$ cat src/rtl/vga_timing_pkg.sv
// Shared VGA timing constants and the line-fetch FSM encoding.
// Used by the timing generator and by the frame-buffer line fetcher.
package vga_timing_pkg;

    localparam int unsigned HACTIVE   = 640;
    localparam int unsigned VACTIVE   = 480;
    localparam int unsigned VTOTAL    = 525;
    localparam int unsigned BURST_LEN = 32;

    localparam int unsigned BURSTS_PER_LINE = HACTIVE / BURST_LEN;
    localparam int unsigned BEAT_W          = $clog2(BURST_LEN);
    localparam int unsigned BURST_W         = $clog2(BURSTS_PER_LINE);
    localparam int unsigned PIX_W           = 10;

    typedef enum logic [1:0] {
        FETCH_IDLE = 2'd0,
        FETCH_REQ  = 2'd1,
        FETCH_DATA = 2'd2,
        FETCH_NEXT = 2'd3
    } fetch_state_e;

endpackage

$ cat src/rtl/vga_line_fetch_ctrl.sv
// Fetches the next display line from the frame buffer in bursts and writes it
// into the ping-pong line-buffer bank that scan-out is not currently reading.
module vga_line_fetch_ctrl
    import vga_timing_pkg::*;
#(
    parameter int unsigned           ADDR_W     = 20,
    parameter logic [ADDR_W-1:0]     FRAME_BASE = '0
) (
    input  logic              pclk,
    input  logic              reset_n,
    input  logic [10:0]       in_hcnt,
    input  logic [10:0]       in_vcnt,
    output logic              mem_req,
    output logic [ADDR_W-1:0] mem_addr,
    input  logic              mem_ack,
    input  logic              mem_rvalid,
    input  logic [15:0]       mem_rdata,
    output logic              lb_wr_en,
    output logic [10:0]       lb_wr_addr,
    output logic [15:0]       lb_wr_data,
    output logic              out_busy,
    output logic              out_underrun,
    input  logic              clr_underrun
);

    fetch_state_e         state_q, state_d;
    logic [ADDR_W-1:0]    lineAddr_q, lineAddr_d;
    logic [ADDR_W-1:0]    memAddr_q;
    logic [BURST_W-1:0]   burstCnt_q;
    logic [BEAT_W-1:0]    beatCnt_q;
    logic [PIX_W-1:0]     pixCnt_q;
    logic                 bank_q;
    logic                 lbWrEn_q;
    logic [10:0]          lbWrAddr_q;
    logic [15:0]          lbWrData_q;
    logic                 underrun_q;

    logic trigLine0, trigOther, trigger, trigBank;
    logic lastBeat, lastBurst, beatAccept;

    // Trigger fires at the start of h-blank for the line preceding each active line.
    assign trigLine0  = (in_hcnt == 11'(HACTIVE)) && (in_vcnt == 11'(VTOTAL - 1));
    assign trigOther  = (in_hcnt == 11'(HACTIVE)) && (in_vcnt < 11'(VACTIVE - 1));
    assign trigger    = trigLine0 | trigOther;
    assign trigBank   = trigLine0 ? 1'b0 : ~in_vcnt[0];
    assign lineAddr_d = trigLine0 ? FRAME_BASE : lineAddr_q + ADDR_W'(HACTIVE);

    assign lastBeat   = (beatCnt_q == BEAT_W'(BURST_LEN - 1));
    assign lastBurst  = (burstCnt_q == BURST_W'(BURSTS_PER_LINE - 1));
    assign beatAccept = (state_q == FETCH_DATA) && mem_rvalid;

    always_ff @(posedge pclk or negedge reset_n) begin
        if (!reset_n) begin
            state_q <= FETCH_IDLE;
        end else begin
            state_q <= state_d;
        end
    end

    always_comb begin
        state_d = state_q;
        unique case (state_q)
            FETCH_IDLE: if (trigger)                state_d = FETCH_REQ;
            FETCH_REQ:  if (mem_ack)                state_d = FETCH_DATA;
            FETCH_DATA: if (mem_rvalid && lastBeat) state_d = FETCH_NEXT;
            FETCH_NEXT: state_d = lastBurst ? FETCH_IDLE : FETCH_REQ;
            default:    state_d = FETCH_IDLE;
        endcase
    end

    always_comb begin
        mem_req  = 1'b0;
        out_busy = 1'b0;
        mem_req  = (state_q == FETCH_REQ);
        out_busy = (state_q != FETCH_IDLE);
    end

    // Line address advances on every trigger, even dropped ones, so one late
    // fetch never shifts the addresses of the lines after it.
    always_ff @(posedge pclk or negedge reset_n) begin
        if (!reset_n) begin
            lineAddr_q <= '0;
            memAddr_q  <= '0;
            burstCnt_q <= '0;
            beatCnt_q  <= '0;
            pixCnt_q   <= '0;
            bank_q     <= 1'b0;
        end else begin
            if (trigger) begin
                lineAddr_q <= lineAddr_d;
            end
            unique case (state_q)
                FETCH_IDLE: begin
                    if (trigger) begin
                        memAddr_q  <= lineAddr_d;
                        burstCnt_q <= '0;
                        beatCnt_q  <= '0;
                        pixCnt_q   <= '0;
                        bank_q     <= trigBank;
                    end
                end
                FETCH_DATA: begin
                    if (mem_rvalid) begin
                        beatCnt_q <= lastBeat ? '0 : beatCnt_q + 1'b1;
                        pixCnt_q  <= pixCnt_q + 1'b1;
                    end
                end
                FETCH_NEXT: begin
                    if (!lastBurst) begin
                        burstCnt_q <= burstCnt_q + 1'b1;
                        memAddr_q  <= memAddr_q + ADDR_W'(BURST_LEN);
                    end
                end
                default: ;
            endcase
        end
    end

    always_ff @(posedge pclk or negedge reset_n) begin
        if (!reset_n) begin
            lbWrEn_q   <= 1'b0;
            lbWrAddr_q <= '0;
            lbWrData_q <= '0;
        end else begin
            lbWrEn_q <= beatAccept;
            if (beatAccept) begin
                lbWrAddr_q <= {bank_q, pixCnt_q};
                lbWrData_q <= mem_rdata;
            end
        end
    end

    // A new underrun outranks a simultaneous clear.
    always_ff @(posedge pclk or negedge reset_n) begin
        if (!reset_n) begin
            underrun_q <= 1'b0;
        end else if (trigger && (state_q != FETCH_IDLE)) begin
            underrun_q <= 1'b1;
        end else if (clr_underrun) begin
            underrun_q <= 1'b0;
        end
    end

    assign mem_addr     = memAddr_q;
    assign lb_wr_en     = lbWrEn_q;
    assign lb_wr_addr   = lbWrAddr_q;
    assign lb_wr_data   = lbWrData_q;
    assign out_underrun = underrun_q;

endmodule

$ cat config.mk
export PLATFORM = sky130hd
export DESIGN_NAME = vga_line_fetch_ctrl
export DESIGN_NICKNAME = d
export VERILOG_FILES = /design/src/rtl/vga_timing_pkg.sv /design/src/rtl/vga_line_fetch_ctrl.sv
export SDC_FILE = /design/constraint.sdc
export NUM_CORES = 1
export LEC_CHECK = 0
export ABC_AREA = 0
export BUFFER_PORTS_ARGS = -buffer_cell sky130_fd_sc_hd__buf_2
export CAP_MARGIN = 20
export CORE_ASPECT_RATIO = 1.75
export CORE_UTILIZATION = 50
export DETAILED_ROUTE_END_ITERATION = 7
export HOLD_SLACK_MARGIN = 0.12
export PLACE_DENSITY = 0.86
export SLEW_MARGIN = 20
export SYNTH_ARGS = -nofsm -noshare
export SYNTH_HDL_FRONTEND = slang
export SYNTH_SLANG_ARGS = --single-unit
export TNS_END_PERCENT = 100
$ cat constraint.sdc
create_clock -name pclk -period 2.1 [get_ports pclk]
set_input_delay 0.105 -clock pclk [delete_from_list [all_inputs] [get_ports pclk]]
set_output_delay 0.105 -clock pclk [all_outputs]
set_load 0.005 [all_outputs]
# Word level (Yosys, flattened, before mapping)
# Index checks and enable logic that the tools add are counted.
# Widths: inputs -> output; s select.
[word_totals]
ff_bits = 92
word_cells = 66
[op_classes]
n_addsub = 5
magnitude_cmp = 1
eq_ne = 12
n_mux = 21
bitwise = 2
n_reduce_logical = 14
[ops]
columns = ["cell", "n"]
rows = [
  ["$mux 20", 3],
  ["$pmux 20 s2", 1],
  ["$eq 11x10->1 const B", 2],
  ["$add 20x10->20 const B", 1],
  ["$add 20x6->20 const B", 1],
  ["$mux 10", 2],
  ["$mux 5", 4],
  ["$pmux 10 s2", 1],
  ["$pmux 5 s2", 2],
  ["$lt 11x9->1 const B", 1],
  ["$add 10x1->10 const B", 1],
  ["$add 5x1->5 const B", 2],
  ["$eq 5x5->1 const B", 2],
  ["$reduce_and 3->1", 3],
  ["$pmux 2 s4", 1],
  ["$reduce_bool 2->1", 4],
  ["$mux 2", 3],
  ["$ne 2x2->1 const B", 3],
  ["$logic_and 1x1->1", 5],
  ["$eq 2x2->1 const B", 2],
  ["$mux 1", 4],
  ["$ne 2x1->1 const B", 2],
  ["$eq 2x1->1 const B", 1],
  ["$logic_not 2->1", 1],
  ["3 further kinds", 3],
]

# Logic depth before layout (Yosys ltp)
# Gate-level depths: netlist of run 1.
[depth]
word_depth = 5
depth_mapped = 8
ltp_nobuf = 8

# Worst setup path after synthesis of run 1
# Ideal clock, no wire load.
[synth_timing]
kind = "register to register"
startpoint = "reg burstCnt_q[0]"
endpoint = "reg memAddr_q[6], in the netlist mem_addr[6]"
setup_ps = 127
t_arrival_ps = 1884
required_time_ps = 1973
setup_slack_ps = 89
stages_incl_launch_ff = 8
cell_sequence = "dfrtp_1 -> ha_1 -> nor4bb_1 -> clkbuf_1 -> nand2_1 -> inv_1 -> a211oi_1 -> mux2_1"
[synth_between]
elab_chain_cells = 3
[synth_rtl]
columns = ["item", "line_no", "rtl"]
rows = [
  ["from (decl)", "vga_line_fetch_ctrl.sv:29", "logic [BURST_W-1:0] burstCnt_q;"],
  ["from (signal assigned)", "vga_line_fetch_ctrl.sv:110", "burstCnt_q <= burstCnt_q + 1'b1;"],
  ["$eq 5x5->1", "vga_line_fetch_ctrl.sv:49", "assign lastBurst = (burstCnt_q == BURST_W'(BURSTS_PER_LINE - 1));"],
  ["$ne 2x2->1 (no line)", "--", ""],
  ["$reduce_and 3->1 (no line)", "--", ""],
  ["to (signal assigned)", "vga_line_fetch_ctrl.sv:95", "memAddr_q <= lineAddr_d;"],
  ["to (signal assigned)", "vga_line_fetch_ctrl.sv:111", "memAddr_q <= memAddr_q + ADDR_W'(BURST_LEN);"],
  ["to (decl)", "vga_line_fetch_ctrl.sv:28", "logic [ADDR_W-1:0] memAddr_q;"],
]
# Every way passes these cells.
# A chain may end at the register's enable or synchronous reset.

# Worst setup path in the final report of run 1
# Ends and elaborated chain as after synthesis.

==> results of run 1 <==
==> power groups by stage <==
stage | Sequential, mW | Clock, mW | Combinational [mW]
final | 2.63 | 1.64 | 3.07
after global routing | 2.70 | 1.72 | 3.38
after CTS | 2.62 | 1.66 | 2.98
after detailed placement | 2.65 | 0 | 2.94
after global placement | 2.62 | 0 | 2.83
after floorplan | 2.61 | 0 | 1.78
==> sequential cells by signal, summed over array words and instances, names as in the netlist <==
signal / count
bank_q: 1
beatCnt_q: 5
burstCnt_q: 5
lb_wr_addr: 11
lb_wr_data: 16
lb_wr_en: 1
lineAddr_q: 20
mem_addr: 20
out_underrun: 1
pixCnt_q: 10
state_q: 2
==> metrics by stage <==
stage | utilization | area, um2 | hold WS (ps) | power [mW]
after CTS | 0.652 | 6210 | 250 | 7.26
final | 0.656 | 6240 | 241 | 7.34
after floorplan | - | 4940 | -191 | 4.39
after global routing | 0.656 | 6240 | 280 | 7.80
after global placement | 0.601 | 5730 | 69.0 | 5.45
after detailed placement | 0.601 | 5730 | 75.3 | 5.59
==> layout make-up <==
| cell class | count | area, um2 | share of cell area |
|---|---|---|---|
| clock inverters | 1 | 30.0 | 0.00481 |
| flip-flops and latches | 92 | 2300 | 0.369 |
| inverters | 13 | 48.8 | 0.00781 |
| clock buffers | 15 | 268 | 0.0429 |
| multi-input cells | 388 | 2500 | 0.400 |
| repair buffers | 147 | 946 | 0.151 |
| well taps | 122 | 153 | 0.0244 |
==> cells by family after synthesis <==
| kind of cell | after synthesis | share of synthesized area |
|---|---|---|
| DFF | 92 | 0.466 |
| and+or+nand+nor | 227 | 0.232 |
| buffers and inverters | 41 | 0.0345 |
| muxes | 3 | 0.00659 |
| xor gates and xnor gates | 23 | 0.0408 |
| AOI/OAI and AO/OA | 124 | 0.192 |
| adders and majority gates | 11 | 0.0279 |
==> worst register-to-register path, stage by stage, from the launching register on <==
cell and delay (ps):
dfrtp_1 380, ha_1 210, nor4bb_1 150, buf_4 170, nand2_1 90, inv_1 70
a211oi_1 430, mux2_1 370
==> routing by layer <==
layer  vias to the layer above  GRT usage  wire length (um)
li1                       2158          -                 -
met1                      2199      0.296              4970
met2                       171      0.505              7370
met3                        39     0.0514               590
met4                         0      0.150               500
met5                         -          0                 0
==> placed cells by master, fill, tap and decap left out, types with 3 or more instances in the layout <==
cell / count
nand2b_1: 5
clkbuf_16: 9
nand2_1: 110
a211o_1: 8
a211oi_1: 11
a32o_1: 5
xor2_1: 11
inv_1: 11
xnor2_1: 12
ha_1: 11
a22o_1: 8
dfrtp_1: 92
a2111oi_0: 5
clkbuf_1: 4
a21oi_1: 16
o22a_1: 8
a21o_1: 4
o21ai_0: 17
nor3_1: 13
nor2_1: 25
buf_2: 92
a221o_1: 5
o31ai_1: 4
dlygate4sd3_1: 19
nor4b_1: 3
o32ai_1: 3
nand4_1: 7
o211ai_1: 3
nand3_1: 20
and3_1: 16
o21a_1: 3
and2_1: 7
buf_4: 34
==> timing repair <==
| action | CTS | global route |
|---|---|---|
| setup endpoints to repair | 0 | 19 |
| hold buffers | 19 | 0 |
| setup buffers | 0 | 0 |
| gates resized for setup | 0 | 6 |
| hold endpoints to repair | 89 | 0 |
==> final timing paths <==
kind	start	endpoint	slack, ps	cells after the start
max	burstCnt_q[0]	mem_addr[6]	110	7
min in group pclk	mem_rvalid	lb_wr_addr[10]	270	5
max in group asynchronous	reset_n	mem_addr[17]	1200	3
min reg2reg	lb_wr_addr[8]	lb_wr_addr[8]	470	2
min	reset_n	lb_wr_data[14]	240	2
max reg2reg	burstCnt_q[0]	mem_addr[6]	110	7
==> reports/metrics.csv, run 1 <==
stage;metric;value;unit
sta;rsz0062_at_grt;false;
yosys;synth-edff-count;0;
clock_tree;clockBufferDepth;2;
setup_path;slowest_delay;430;ps
global_routing;antenna_found_initial;0;
worst_hold_path;min_path_type;in -> async;
sta;post-route-period-util;0.949;
place;dp_slack;-33.6;ps
power_and_ir_drop;p_int;4.59;mW
setup_path;crit_chain;ha_1, nor4bb_1, buf_4, nand2_1, inv_1, a211oi_1, mux2_1;
place;io_buffers;93;
floorplan;start_util;0.518;
clock_tree;cts_buffers;9;
yosys;avgSynthCellArea;9.48;um2
sta;setup-tns-final;0;ps
finish;instances_no_fill;778;
drt;viasPerCell;5.87;
sta;fmax;502;MHz
clock_tree;clk_pin_slew;60;ps
yosys;ys_top_cells_by_area;dfrtp_1 47%, nand2_1 8.4%, ha_1 2.8%;
power_and_ir_drop;switching_power;2.75;mW
place;dpl.hpwl;9.64;mm
power_and_ir_drop;swShare;0.375;
yosys;synth_cell_types;73;
sta;period_needed;1990;ps
drt;wirelength;13.4;mm
floorplan;dieHeight;133;um
setup_path;cp_max_fo;9;
finish;drive_gt1_frac;0.242;
yosys;yosysTopAreaCell;dfrtp_1;
global_routing;grt_overflow;0;
finish;final.fill_count;763;
sta;drv_slew;0;
setup_path;critPathTopFamily;compound AO/OA/AOI/OAI gates;
yosys;yosysMostFrequentCell;nand2_1;
drt;drt_iter0_markers;379;
finish;diodes;0;
yosys;synth_area;0.00494;mm2
floorplan;die_w;77.1;um
setup_path;cp_num_buf_inv;2;
yosys;synthCells;521;
setup_path;slowest_stage;a211oi_1;
power_and_ir_drop;pwr-share-comb;0.418;
yosys;async_flop_share;1.00;
sta;slew-limit-headroom;0.682;
setup_path;crit_required;2330;ps
power_and_ir_drop;leakagePower;3.14;nW
place;dp_cells;743;
yosys;ys_seq_area_frac;0.466;
global_routing;grt_pass1_wl;22.4;mm
setup_path;worstPathArrival;2220;ps
power_and_ir_drop;peakVddDrop;0.000743;V
setup_path;criticalPathCategory;reg -> reg;
drt;detail_route.wl_per_cell;17.3;um
outcome;status;finished, final reports clean;
power_and_ir_drop;power.share.clock;0.223;
clock_tree;cts_tree;built;
global_routing;grt_start_max_net_pins;40;
clock_tree;clockRootBuffer;clkbuf_16;
yosys;yosys_most_used_dff;dfrtp_1;
floorplan;fp-row-count;47;
floorplan;fp.coreArea;0.00953;mm2
yosys;ys_warn_count;0;
drt;drc_errors;0;
sta;final-hold-violation-count;0;
finish;fin_nets;705;
yosys;ys_ff_latch;92;
setup_path;end_kind;register;
power_and_ir_drop;seqPwrFrac;0.359;
drt;ant_nets;0;
yosys;syn_nets;575;
drt;vias;4567;
floorplan;io_pins;94;
sta;fin_worst_skew;8.63;ps
sta;worst_pin_slew;474;ps
setup_path;cp-start-kind;register;
flow_run;maxCapViolCount;0;
sta;finalSetupViolCount;0;
clock_tree;clock_latency;350;ps
floorplan;die_area;0.0103;mm2
finish;area_growth;26.5;%
yosys;synth.top_cell.area_share;0.466;
clock_tree;h-tree-depth;3;
global_routing;grt.total_usage;0.277;
drt;dr.pass1.iters;5;
place;gp_congestion;0.892;
clock_tree;clock-sinks;92;
yosys;synthTopCellsByCount;110 x nand2_1, 92 x dfrtp_1, 25 x nor2_1, 21 x clkbuf_1, 20 x nand3_1;
power_and_ir_drop;powerDensity;1180;mW/mm2
global_routing;grt_pass1_vias;4695;
sta;setup_ws;108;ps
(Power assumes the default switching activity.)
==> run 2: changes to the inputs <==
==> constraint.sdc (replaced) <==
create_clock -name pclk -period 2.1 [get_ports pclk]
set_input_delay 0.525 -clock pclk [delete_from_list [all_inputs] [get_ports pclk]]
set_output_delay 0.525 -clock pclk [all_outputs]
set_load 0.005 [all_outputs]
==> reports/metrics.csv, run 2 (synthesis gave the netlist of run 1 again) <==
stage;metric;value;unit
sta;rsz0062_at_grt;false;
place;gp_congestion;0.871;
finish;area_growth;26.1;%
drt;ant_nets;0;
setup_path;crit_required;2370;ps
finish;fin_util;0.654;
place;dpl_cell_area;0.00588;mm2
power_and_ir_drop;seqPwrFrac;0.366;
drt;vias;4627;
floorplan;dieHeight;133;um
power_and_ir_drop;switching_power;2.70;mW
sta;drv_slew;0;
flow_run;maxCapViolCount;0;
setup_path;reg2reg_slack;80;ps
clock_tree;clk_pin_slew;60;ps
finish;diodes;0;
global_routing;grt_overflow;0;
floorplan;io_pins;94;
finish;final.fill_count;757;
floorplan;fp.coreArea;0.00953;mm2
drt;drc_errors;0;
clock_tree;h-tree-depth;3;
power_and_ir_drop;leakagePower;3.16;nW
sta;finalSetupViolCount;0;
power_and_ir_drop;pwr-share-comb;0.412;
power_and_ir_drop;powerDensity;1160;mW/mm2
sta;setup-tns-final;0;ps
floorplan;die_w;77.1;um
clock_tree;clockRootBuffer;clkbuf_16;
clock_tree;clockBufferDepth;2;
global_routing;antenna_found_initial;0;
global_routing;grt_pass1_vias;4725;
power_and_ir_drop;peakVddDrop;0.000656;V
drt;detail_route.wl_per_cell;16.6;um
clock_tree;hold_buffers;0;
drt;drt_iter0_markers;378;
floorplan;die_area;0.0103;mm2
power_and_ir_drop;p_int;4.54;mW
finish;final_common_cell;nand2_1;
sta;fin_worst_skew;6.38;ps
global_routing;grt_pass1_wl;21.8;mm
setup_path;cp_max_fo;4;
clock_tree;cts_buffers;9;
sta;period_needed;2020;ps
sta;final-hold-violation-count;0;
drt;wirelength;13.0;mm
drt;viasPerCell;5.92;
global_routing;grt_start_max_net_pins;93;
sta;worst_pin_slew;630;ps
setup_path;cp-start-kind;register;
drt;dr.pass1.iters;5;
sta;post-route-period-util;0.962;
floorplan;start_util;0.518;
setup_path;criticalPathCategory;reg -> reg;
clock_tree;clock-sinks;92;
finish;drive_gt1_frac;0.282;
setup_path;end_kind;register;
global_routing;grt.total_usage;0.267;
finish;finalInstanceArea;0.00623;mm2
power_and_ir_drop;swShare;0.373;
sta;fmax;495;MHz
worst_hold_path;min_path_type;in -> async;
clock_tree;cts_tree;built;
finish;final_cell_mix;110 x nand2_1, 92 x dfrtp_1, 92 x buf_2;
clock_tree;clock_latency;340;ps
power_and_ir_drop;power.share.clock;0.222;
sta;slew-limit-headroom;0.580;
place;io_buffers;93;
floorplan;fp-row-count;47;
outcome;status;finished, final reports clean;
finish;fin_nets;708;
setup_path;worstPathArrival;2290;ps
place;dpl.hpwl;9.47;mm
-- run 2: power by group through the flow --
stage	Clock, mW	Sequential (mW)	Combinational (mW)
2_1_floorplan	0	2.61	1.78
3_3_place_gp	0	2.63	2.82
3_5_place_dp	0	2.66	2.91
4_1_cts	1.63	2.64	2.94
5_1_grt	1.69	2.71	3.30
6_report	1.61	2.65	2.98
-- run 2: worst max-delay path: stages, from the launching register on --
cell and delay (ps):
dfrtp_1 400, ha_2 210, and3_1 190, ha_1 210, nand2b_4 160, or3_1 360, a211oi_2 260, a211o_1 160
-- run 2: timing repair --
item                       4_1_cts  5_1_grt
pin swaps                        1        2
buffers inserted                 0        1
gates resized for setup          1        5
setup endpoints to repair        1       22
-- run 2: cell type report --
class,instances,area [um2],share of cell area
clock buffer,14,294,0.0472
clock inverter,2,15.0,0.00241
inverter,13,48.8,0.00784
multi-input combinational,388,2490,0.400
sequential,92,2300,0.370
tap,122,153,0.0245
timing repair buffer,150,921,0.148
-- run 2: layer usage --
metal,vias up,track usage,share of wire
li1,2158,-,-
met1,2220,0.283,0.37
met2,194,0.494,0.55
met3,55,0.0322,0.048
met4,0,0.157,0.041
met5,-,0,0
-- run 2: final timing paths --
path | from | endpoint | depth (start not counted)
setup / recovery | beatCnt_q[0] | beatCnt_q[3] | 7
hold / removal | reset_n | lb_wr_data[8] | 2
setup reg to reg | beatCnt_q[0] | beatCnt_q[3] | 7
hold reg to reg | lb_wr_data[12] | lb_wr_data[12] | 2
max in group asynchronous | reset_n | pixCnt_q[5] | 2
min in group pclk | mem_rdata[8] | lb_wr_data[8] | 3
-- run 2: through the flow --
stage | worst slack [ps] | total power, mW | cells | hold slack, ps
floorplan | 17.8 | 4.39 | 521 | 229
CTS | 3.85 | 7.21 | 780 | 251
global placement | -157 | 5.45 | 764 | 451
finish | 78.9 | 7.24 | 781 | 237
detailed placement | -219 | 5.57 | 764 | 456
global route | 3.87 | 7.70 | 781 | 273
==> run 3: changes to the inputs <==
- CELL_PAD_IN_SITES_DETAIL_PLACEMENT: not set -> 1
- CELL_PAD_IN_SITES_GLOBAL_PLACEMENT: not set -> 1
- CORE_UTILIZATION: 50 -> 38
- GPL_TIMING_DRIVEN: not set -> 0
==> reports/metrics.csv, run 3 (synthesis gave the netlist of run 1 again) <==
stage;metric;value;unit
setup_path;cp_common_cell;inv_1;
drt;vias;4667;
floorplan;dieHeight;153;um
global_routing;grt.total_usage;0.242;
worst_hold_path;min_path_type;in -> reg;
power_and_ir_drop;p_int;4.77;mW
finish;seq_area;0.00230;mm2
clock_tree;clock_latency;350;ps
sta;final-hold-violation-count;0;
sta;slew-limit-headroom;0.660;
finish;final_common_cell;nand2_1;
power_and_ir_drop;switching_power;3.01;mW
power_and_ir_drop;seqPwrFrac;0.343;
sta;period_needed;2090;ps
sta;worst_pin_slew;509;ps
global_routing;antenna_found_initial;0;
power_and_ir_drop;leakagePower;3.13;nW
sta;finalSetupViolCount;0;
setup_path;worstPathArrival;1560;ps
clock_tree;h-tree-depth;3;
setup_path;crit_chain;inv_1, ha_4, inv_1, clkbuf_4, buf_2;
clock_tree;clockBufferDepth;2;
floorplan;fp-row-count;54;
finish;fin_nets;697;
place;dp_cells;783;
drt;detail_route.wl_per_cell;19.4;um
flow_run;maxCapViolCount;0;
floorplan;io_pins;94;
place;dp_slack;-672;ps
clock_tree;cts_tree;built;
place;gp_congestion;0.934;
drt;drt_iter0_markers;205;
finish;drive_gt1_frac;0.276;
clock_tree;clockRootBuffer;clkbuf_16;
finish;final.fill_count;1473;
sta;fin_worst_skew;5.36;ps
finish;multiInputGateArea;0.00262;mm2
sta;fmax;479;MHz
sta;setup_ws;12.1;ps
drt;ant_nets;0;
setup_path;slowest_delay;420;ps
global_routing;grt_overflow;0;
finish;area_growth;27.9;%
global_routing;grt_start_max_net_pins;48;
power_and_ir_drop;powerDensity;1230;mW/mm2
setup_path;criticalPathCategory;reg -> out;
power_and_ir_drop;pwr-share-comb;0.418;
power_and_ir_drop;peakVddDrop;0.000608;V
setup_path;cp_max_fo;10;
setup_path;crit_required;1570;ps
sta;rsz0062_at_grt;true;
power_and_ir_drop;power;7.79;mW
global_routing;grt_pass1_vias;5046;
finish;final_cell_mix;107 x nand2_1, 94 x buf_2, 91 x dfrtp_1;
drt;wirelength;15.8;mm
drt;drc_errors;0;
floorplan;die_area;0.0135;mm2
power_and_ir_drop;power.share.clock;0.238;
finish;fin_util;0.503;
finish;diodes;0;
place;dpl.hpwl;11.1;mm
setup_path;end_kind;primary output;
finish;instances_no_fill;814;
clock_tree;clk_pin_slew;60;ps
place;dpl_cell_area;0.00565;mm2
setup_path;slowest_stage;dfrtp_1;
drt;viasPerCell;5.73;
clock_tree;cts_buffers;9;
outcome;status;finished, final reports clean;
power_and_ir_drop;swShare;0.387;
sta;drv_slew;0;
floorplan;fp.coreArea;0.0126;mm2
floorplan;die_w;88.2;um
finish;finalInstanceArea;0.00632;mm2
clock_tree;clock-sinks;92;
place;io_buffers;93;
drt;dr.pass1.iters;4;
setup_path;cp-start-kind;register;
sta;post-route-period-util;0.994;
floorplan;start_util;0.393;
global_routing;grt_pass1_wl;25.3;mm
[run 3: final timing paths]
path,startpoint,end,slack [ps],cells past startpoint
max reg2reg,beatCnt_q[0],beatCnt_q[3],40,7
min in group asynchronous,reset_n,lb_wr_data[9],680,2
min,mem_rdata[15],lb_wr_data[15],360,3
max in group asynchronous,reset_n,pixCnt_q[6],830,3
min reg2reg,lb_wr_data[1],lb_wr_data[1],470,2
max,state_q[1],out_busy,10,5
[run 3: stage by stage]
stage	TNS, ps	hold WS, ps
final	0	362
after global routing	-394	377
after CTS	0	362
after detailed placement	-26890	460
after global placement	-56240	453
after floorplan	0	229
[run 3: layout make-up]
cell class,count,area share
well taps,168,0.0333
repair buffers,111,0.0996
plain buffers,28,0.0259
clock inverters,4,0.0156
flip-flops and latches,92,0.365
multi-input cells,388,0.415
inverters,13,0.00832
clock buffers,10,0.0378
[run 3: repair_timing]
action	CTS	global route
gates resized for setup	31	35
pin swaps	4	4
hold buffers	1	0
endpoints found under the setup margin	55	63
setup buffers	9	7
endpoints found under the hold margin	2	0
[run 3: routing by layer]
metal	global-route usage	up-vias	share of wire
met1	0.248	2343	0.37
met2	0.445	138	0.56
met4	0.134	0	0.043
met5	0	-	0
met3	0.0401	51	0.037
li1	-	2135	-
[run 3: critical path: cells and delay by family (launching register included)]
family	cells	cell delay, ps
fa+ha+maj	1	210
buf+inv	4	590
flops	1	420
[run 3: power by group through the flow]
stage                     clock network, mW  registers (mW)  logic, mW
after floorplan                           0            2.61       1.78
after global placement                    0            2.64       2.73
final                                  1.86            2.67       3.26
after CTS                              1.88            2.65       3.08
after detailed placement                  0            2.68       2.88
after global routing                   1.95            2.73       3.57
